[config.mk]
export PLATFORM = sky130hd
export DESIGN_NAME = s2p_symbol_packer
export DESIGN_NICKNAME = d
export VERILOG_FILES = /design/src/rtl/s2p_symbol_packer.sv
export SDC_FILE = /design/constraint.sdc
export NUM_CORES = 1
export LEC_CHECK = 0
export CAP_MARGIN = 20
export CORE_UTILIZATION = 40
export CTS_CLUSTER_SIZE = 24
export DETAILED_ROUTE_END_ITERATION = 16
export DONT_BUFFER_PORTS = 1
export PLACE_DENSITY = 0.6
export SETUP_SLACK_MARGIN = 0.2
export SLEW_MARGIN = 20
export SYNTH_ARGS = -nofsm -noshare
export SYNTH_HDL_FRONTEND = slang
export SYNTH_SLANG_ARGS = --single-unit
[constraint.sdc]
create_clock -name clk -period 2.3 [get_ports clk]
set_input_delay 0 -clock clk [delete_from_list [all_inputs] [get_ports clk]]
set_output_delay 0 -clock clk [all_outputs]
set_load 0.05 [all_outputs]
[src/rtl/s2p_symbol_packer.sv]
// Serial-to-parallel QAM symbol packer: frames a bit stream into BITS_PER_SYM-bit symbols
// and queues them in a small FIFO, splitting each head symbol into in-phase/quadrature halves.
module s2p_symbol_packer #(
  parameter int unsigned BITS_PER_SYM = 4,
  parameter int unsigned MSB_FIRST    = 1,
  parameter int unsigned DEPTH        = 4
) (
  input  logic                        clk,
  input  logic                        rst_n,
  input  logic                        bit_in,
  input  logic                        bit_valid,
  input  logic                        sym_align,
  input  logic                        ovf_clear,
  input  logic                        sym_ready,
  output logic                        sym_valid,
  output logic [BITS_PER_SYM/2-1:0]   sym_i,
  output logic [BITS_PER_SYM/2-1:0]   sym_q,
  output logic [$clog2(DEPTH):0]      fill_level,
  output logic                        overflow
);

  localparam int unsigned CW = $clog2(BITS_PER_SYM);
  localparam int unsigned PW = $clog2(DEPTH);
  localparam int unsigned HW = BITS_PER_SYM / 2;
  localparam logic [CW-1:0] LastIdx   = CW'(BITS_PER_SYM - 1);
  localparam logic [PW:0]   FullCount = DEPTH[PW:0];

  logic [CW-1:0]           cnt_q, cnt_d;
  logic [BITS_PER_SYM-1:0] shreg_q, shreg_d;
  logic [BITS_PER_SYM-1:0] mem_q [DEPTH];
  logic [BITS_PER_SYM-1:0] mem_d [DEPTH];
  logic [PW-1:0]           wr_ptr_q, wr_ptr_d;
  logic [PW-1:0]           rd_ptr_q, rd_ptr_d;
  logic [PW:0]             count_q, count_d;
  logic                    ovf_q, ovf_d;

  logic [CW-1:0]           cur_idx;
  logic [CW-1:0]           bit_pos;
  logic [BITS_PER_SYM-1:0] word;
  logic [BITS_PER_SYM-1:0] head;
  logic                    push, push_ok, pop, full, drop;

  // Framing: an aligned bit restarts the symbol as bit 0 with the partial word dropped.
  always_comb begin
    cnt_d   = cnt_q;
    shreg_d = shreg_q;
    push    = 1'b0;
    word    = '0;
    cur_idx = sym_align ? '0 : cnt_q;
    bit_pos = (MSB_FIRST != 0) ? (LastIdx - cur_idx) : cur_idx;
    if (bit_valid) begin
      word = sym_align ? '0 : shreg_q;
      for (int i = 0; i < BITS_PER_SYM; i++) begin
        if (CW'(i) == bit_pos) word[i] = bit_in;
      end
      if (cur_idx == LastIdx) begin
        push    = 1'b1;
        cnt_d   = '0;
        shreg_d = '0;
      end else begin
        cnt_d   = cur_idx + CW'(1);
        shreg_d = word;
      end
    end else if (sym_align) begin
      cnt_d   = '0;
      shreg_d = '0;
    end
  end

  // FIFO: a pop frees the slot the same cycle, so a push into a full FIFO is accepted then.
  always_comb begin
    full      = (count_q == FullCount);
    sym_valid = (count_q != '0);
    pop       = sym_valid & sym_ready;
    push_ok   = push & (~full | pop);
    drop      = push & full & ~pop;

    mem_d    = mem_q;
    wr_ptr_d = wr_ptr_q;
    rd_ptr_d = rd_ptr_q;
    count_d  = count_q;

    if (push_ok) begin
      mem_d[wr_ptr_q] = word;
      wr_ptr_d        = wr_ptr_q + PW'(1);
    end
    if (pop) begin
      rd_ptr_d = rd_ptr_q + PW'(1);
    end
    if (push_ok && !pop) begin
      count_d = count_q + (PW+1)'(1);
    end else if (!push_ok && pop) begin
      count_d = count_q - (PW+1)'(1);
    end

    // A drop wins over a coincident clear.
    if (drop) begin
      ovf_d = 1'b1;
    end else if (ovf_clear) begin
      ovf_d = 1'b0;
    end else begin
      ovf_d = ovf_q;
    end
  end

  always_comb begin
    head       = mem_q[rd_ptr_q];
    sym_i      = sym_valid ? head[BITS_PER_SYM-1:HW] : '0;
    sym_q      = sym_valid ? head[HW-1:0] : '0;
    fill_level = count_q;
    overflow   = ovf_q;
  end

  always_ff @(posedge clk or negedge rst_n) begin
    if (!rst_n) begin
      cnt_q    <= '0;
      shreg_q  <= '0;
      wr_ptr_q <= '0;
      rd_ptr_q <= '0;
      count_q  <= '0;
      ovf_q    <= 1'b0;
      for (int i = 0; i < DEPTH; i++) begin
        mem_q[i] <= '0;
      end
    end else begin
      cnt_q    <= cnt_d;
      shreg_q  <= shreg_d;
      wr_ptr_q <= wr_ptr_d;
      rd_ptr_q <= rd_ptr_d;
      count_q  <= count_d;
      ovf_q    <= ovf_d;
      for (int i = 0; i < DEPTH; i++) begin
        mem_q[i] <= mem_d[i];
      end
    end
  end

endmodule
==> out/results.txt, run 1 <==
Failing checks = negative hold slack
Peak Freq = 516 MHz
Initial antenna violation count = 0
Inst Count DP = 160
CTS tree = done
Area share of the largest cell type after synthesis = 48.8%
Routed wire per std cell = 15.3 um
PortBufs = 0
Final wirelength = 2.70 mm
Req. time, crit path = 2.46 ns
Crit path launch type = register
DP Worst Slack = 0.165 ns
DIE HEIGHT = 63.0 um
Synth-to-layout area growth = 21.1%
Vias in the first global route = 990
Detailed-placement wirelength estimate = 1.98 mm
Slew Viols, Final = 0
Final Hold Vio Count = 1
Run status = complete, but fails checks
Initial core utilization = 43.2%
Leading area contributor after synthesis = dfrtp_1
IR drop worst, VDD = 350 uV
RSZ-0062 raised after global routing = false
Setup TNS = 0 ns
Worst R2R Setup Slack = 0.36 ns
Most area-consuming cells after synthesis = dfrtp_1, mux2_1, ha_1
Fin area = 0.00180 mm2
First-pass GRT wire length = 4.70 mm
Relative slew slack = 58.4%
Avg Inst Size Synth = 13.4 um2
Drc violations = 0
Antenna diodes = 0
Placed cell area = 0.00161 mm2
HP Class = primary input to register
Fillers = 318
Worst Reg2Reg Path Length in Cells = 6
Row cnt = 21
Most frequent cells in the layout = dfrtp_1, mux2_1, buf_4
Vias per cell = 5.11
Total grt overflow = 0
Post-synthesis sequential element count = 29
Final RePlAce weighted congestion = 0.726
Die Area = 0.00396 mm2
Pwr dens = 957 mW/mm2
# H-tree levels = 2
Largest net degree at the start of global routing = 30
Final Worst Setup Slack = 0.360 ns
Post-DRT Antenna Nets = 0
CTS Sinks = 29
Unique masters post-synth = 23
I/O pin count = 16
Commonest non-fill, non-tap cell in the layout = dfrtp_1
Hold depth = 3
Worst-margin pin slew = 0.617 ns
Gr busiest metal = met2
Reg2reg end = fill_level[1]
Hold Path Sink = cnt_q[0]
TritonCTS Buffers = 5
Sequential fraction of the synthesis area = 48.8%
Root Buffer Master = clkbuf_8
Critical path capture point type = register
Final setup viols = 0
Syn nets = 128
DR iter-0 viols = 17
Vias = 904
Chip Width = 63.0 um
Clk_skew = 0.00571 ns
Worst hold start = sym_align
Reg area = 729 um2
GR Layer Usage met1 = 20.4%
CTS max path bufs = 2
Hold Worst Slack = -0.0179 ns
Leak pwr = 0.821 nW
Reg2reg start = fill_level[1]
Core Box Area = 0.00344 mm2
Total GRT Usage = 16.3%
Worst skew pair latency = 0.28 ns
Mapped Area = 0.00149 mm2
Clk pin slew, worst setup/hold paths = 0.06 ns
Minimum clock period = 1.94 ns
Crit-path max FO = 3
Critical setup path kind = register to register
Multi-input gate area = 768 um2
Grt met3 use = 4.01%
Pre-antenna DRT Iters = 4
Core Util, Final = 52.3%
Pwr Total = 1.72 mW
MaxCap Viol Count = 0
Crit path arrival time = 2.10 ns
Period utilisation layout = 84.3%
Layout cell share with drive strength beyond 1 = 28.2%
Nets = 147
Syn. warnings = 0
Grt met2 use = 25.7%
Syn Inst Count = 111
Final instance count without filler cells = 177
cells in the mapped netlist:
| cell type | n |
|---|---|
| buf_2 | 2 |
| dfrtp_1 | 29 |
| inv_1 | 6 |
| o21ai_0 | 5 |
| fa_1 | 1 |
| clkbuf_1 | 1 |
| mux2_1 | 17 |
| nand2b_1 | 3 |
| nor2_2 | 1 |
| and2_1 | 4 |
| nand2_1 | 6 |
| nor2b_1 | 3 |
| nor4b_4 | 1 |
| mux2_2 | 1 |
| nand3_1 | 2 |
| nor3b_2 | 4 |
| nor2_1 | 1 |
| or3_2 | 1 |
| mux4_2 | 4 |
| xnor2_1 | 5 |
| o2bb2ai_1 | 3 |
| xor2_1 | 2 |
| ha_1 | 9 |
power by group:
part	leakage [nW]	internal, mW	switching [mW]	total [mW]
clock	0.0450	0.209	0.178	0.387
sequential	0.380	0.617	0.109	0.726
combinational	0.396	0.261	0.349	0.610
total	0.821	1.09	0.637	1.72
worst max path at each step:
stage                    end          start  slack (ns)  depth (start not counted)
4_1_cts        fill_level[2]       cnt_q[0]        0.21                         10
2_1_floorplan  fill_level[2]  fill_level[0]        0.13                          9
3_5_place_dp   fill_level[2]       cnt_q[1]        0.17                         10
3_3_place_gp   fill_level[2]       cnt_q[0]        0.24                         10
6_report       fill_level[1]  fill_level[1]        0.36                          6
5_1_grt        fill_level[2]       cnt_q[1]        0.19                         10
layout make-up:
| type | count | area share (%) |
|---|---|---|
| Multi-Input combinational cell | 73 | 42.7 |
| Sequential cell | 29 | 40.5 |
| Timing Repair Buffer | 15 | 7.78 |
| Clock buffer | 6 | 4.03 |
| Tap cell | 46 | 3.20 |
| Inverter | 6 | 1.25 |
| Clock inverter | 2 | 0.556 |
cells by family (layout without fill, tap and decap cells):
group                    Yosys count  count (layout)  share of synthesized area [%]
AND/OR/NAND/NOR                   26              26                           12.5
adder cells (fa/ha/maj)           10              10                           8.92
flip-flops                        29              29                           48.8
multiplexers                      22              22                           19.7
buffers and inverters              9              29                           2.44
AO/OA/AOI/OAI                      8               8                           3.45
XOR/XNOR                           7               7                           4.12
per-layer routing:
metal  routed length (um)  vias up  part of all wire, %
met5                    0        -                    0
met4                   51        0                  1.9
met3                   83        4                  3.1
met2                 1320       18                   49
met1                 1240      461                   46
li1                     -      421                    -
repair_timing:
action / 4_1_cts / 5_1_grt
resized for setup: 2 / 3
pin swaps: 0 / 3
hold buffers: 7 / 0
setup buffers: 0 / 2
endpoints found under the hold margin: 41 / 0
endpoints found under the setup margin: 2 / 2
sequential cells by signal, indices dropped and copies added, names as in the netlist:
signal	count
mem_q	16
cnt_q	2
shreg_q	3
rd_ptr_q	2
fill_level	3
wr_ptr_q	2
overflow	1
worst max-delay path, stage by stage, from the launching register on:
cell	delay [ns]
dfrtp_2	0.43
nor4b_4	0.39
nor2_4	0.10
ha_4	0.17
inv_1	0.06
fa_2	0.42
mux2_2	0.26
Note: power is estimated with default switching activity, not from simulation.
==> inputs of run 2 (changes only) <==
--- a/config.mk
+++ b/config.mk
@@ -10,7 +10,7 @@
 export CTS_CLUSTER_SIZE = 24
 export DETAILED_ROUTE_END_ITERATION = 16
 export DONT_BUFFER_PORTS = 1
-export PLACE_DENSITY = 0.6
+export PLACE_DENSITY = 0.58
 export SETUP_SLACK_MARGIN = 0.2
 export SLEW_MARGIN = 20
 export SYNTH_ARGS = -nofsm -noshare
==> constraint.sdc (replaced) <==
create_clock -name clk -period 1.9 [get_ports clk]
set_input_delay 0 -clock clk [delete_from_list [all_inputs] [get_ports clk]]
set_output_delay 0 -clock clk [all_outputs]
set_load 0.05 [all_outputs]
==> out/results.txt, run 2 (synthesized netlist as in run 1, its figures left out) <==
Run status = complete, but fails checks
DIE HEIGHT = 63.0 um
Worst skew pair latency = 0.28 ns
Commonest non-fill, non-tap cell in the layout = dfrtp_1
Leak pwr = 0.902 nW
Multi-input gate area = 861 um2
CTS tree = done
Pwr dens = 1100 mW/mm2
Minimum clock period = 1.90 ns
Synth-to-layout area growth = 35.5%
IR drop worst, VDD = 517 uV
Vias per cell = 4.89
Post-DRT Antenna Nets = 0
Antenna diodes = 0
Crit-path max FO = 3
Vias in the first global route = 1053
PortBufs = 0
Clock share of power = 22.0%
# H-tree levels = 2
Most frequent cells in the layout = dfrtp_1, buf_4, mux2_4
Peak Freq = 526 MHz
Clk_skew = 0.00724 ns
Period utilisation layout = 100%
Switching Fraction = 36.7%
Slew Viols, Final = 0
MaxCap Viol Count = 0
Sequential power share = 39.8%
Total GRT Usage = 17.2%
Req. time, crit path = 2.10 ns
Vias = 934
Initial core utilization = 43.2%
Routed wire per std cell = 15.7 um
Drc violations = 0
Largest net degree at the start of global routing = 30
Final wirelength = 2.99 mm
Final instance count without filler cells = 191
Crit path arrival time = 2.10 ns
Root Buffer Master = clkbuf_8
Detailed-placement wirelength estimate = 1.93 mm
Clk pin slew, worst setup/hold paths = 0.06 ns
TritonCTS Buffers = 5
Final Worst Setup Slack = -0.00275 ns
Reg area = 731 um2
Chip Width = 63.0 um
Layout cell share with drive strength beyond 1 = 49.7%
Critical path capture point type = register
Crit path launch type = register
Core Box Area = 0.00344 mm2
Setup TNS = -0.00275 ns
Top reg by flops = mem_q
Inst Count DP = 170
Internal power = 1.41 mW
RSZ-0062 raised after global routing = true
Row cnt = 21
Die Area = 0.00396 mm2
DR iter-0 viols = 35
Worst-margin pin slew = 0.499 ns
Final RePlAce weighted congestion = 0.712
P_sw = 0.816 mW
Critical setup path kind = register to register
I/O pin count = 16
CTS Sinks = 29
Comb power frac = 38.2%
Total grt overflow = 0
First-pass GRT wire length = 5.09 mm
Fillers = 265
Relative slew slack = 66.9%
Failing checks = negative setup slack
Nets = 161
Final setup viols = 1
DP Worst Slack = -0.0878 ns
CTS max path bufs = 2
Initial antenna violation count = 0
Pre-antenna DRT Iters = 3
Hold Worst Slack = 0.0192 ns
Max reg flops = 16
HP Class = primary input to register
Final Hold Vio Count = 0
Pwr Total = 2.22 mW
==> run 2: changes by cell type in the layout (fill, tap and decap cells not counted), sizes merged <==
cell | before | now
buf | 9 | 23
==> run 2: critical path, stage by stage, from the launching register on <==
cell	delay [ns]
dfrtp_2	0.43
or3_4	0.39
nand2_4	0.09
ha_4	0.13
inv_2	0.03
fa_2	0.32
xor2_1	0.15
nor2_1	0.14
xor2_1	0.14
==> run 2: final timing paths <==
kind                               start            end  slack, ns  depth (start not counted)
min in group asynchronous          rst_n      mem_q[14]       0.17                          2
min                               bit_in     shreg_q[1]       0.02                          3
max reg2reg                fill_level[0]  fill_level[2]     -0.003                          8
max in group asynchronous          rst_n  fill_level[1]       1.56                          2
min reg2reg                     mem_q[3]       mem_q[3]       0.51                          1
max                        fill_level[0]  fill_level[2]     -0.003                          8
==> run 2: area by class of cell <==
class / count / share of cell area (%)
Clock buffer: 6 / 3.60
Clock inverter: 2 / 0.497
Inverter: 6 / 1.12
Multi-Input combinational cell: 73 / 42.7
Sequential cell: 29 / 36.3
Tap cell: 46 / 2.86
Timing Repair Buffer: 29 / 12.9
==> run 2: repair_timing <==
action                     4_1_cts  5_1_grt
hold buffers                     7        0
cloned                           0        0
hold endpoints to repair        41        0
setup endpoints to repair       22       20
buffers inserted                 3        3
gates resized for setup         15       21
pin swaps                        6        7
==> run 2: power groups by stage <==
stage,Combinational [mW],Sequential (mW),Clock (mW)
global route,0.927,0.908,0.528
finish,0.848,0.885,0.489
detailed placement,0.751,0.897,0
global placement,0.733,0.888,0
floorplan,0.501,0.972,0
CTS,0.804,0.888,0.496
==> run 2: per-stage QoR <==
stage	utilization, %	cell area [um2]
2_1_floorplan	-	1540
3_3_place_gp	48.8	1680
3_5_place_dp	48.8	1680
4_1_cts	55.7	1920
5_1_grt	58.5	2010
6_report	58.5	2010
==> run 2: routing by layer <==
layer	share of wire [%]	track usage, %	up-vias
met5	0	0	-
met4	1.3	5.23	0
met3	3.5	5.66	4
met2	47	28.1	19
met1	49	21.5	463
li1	-	-	448
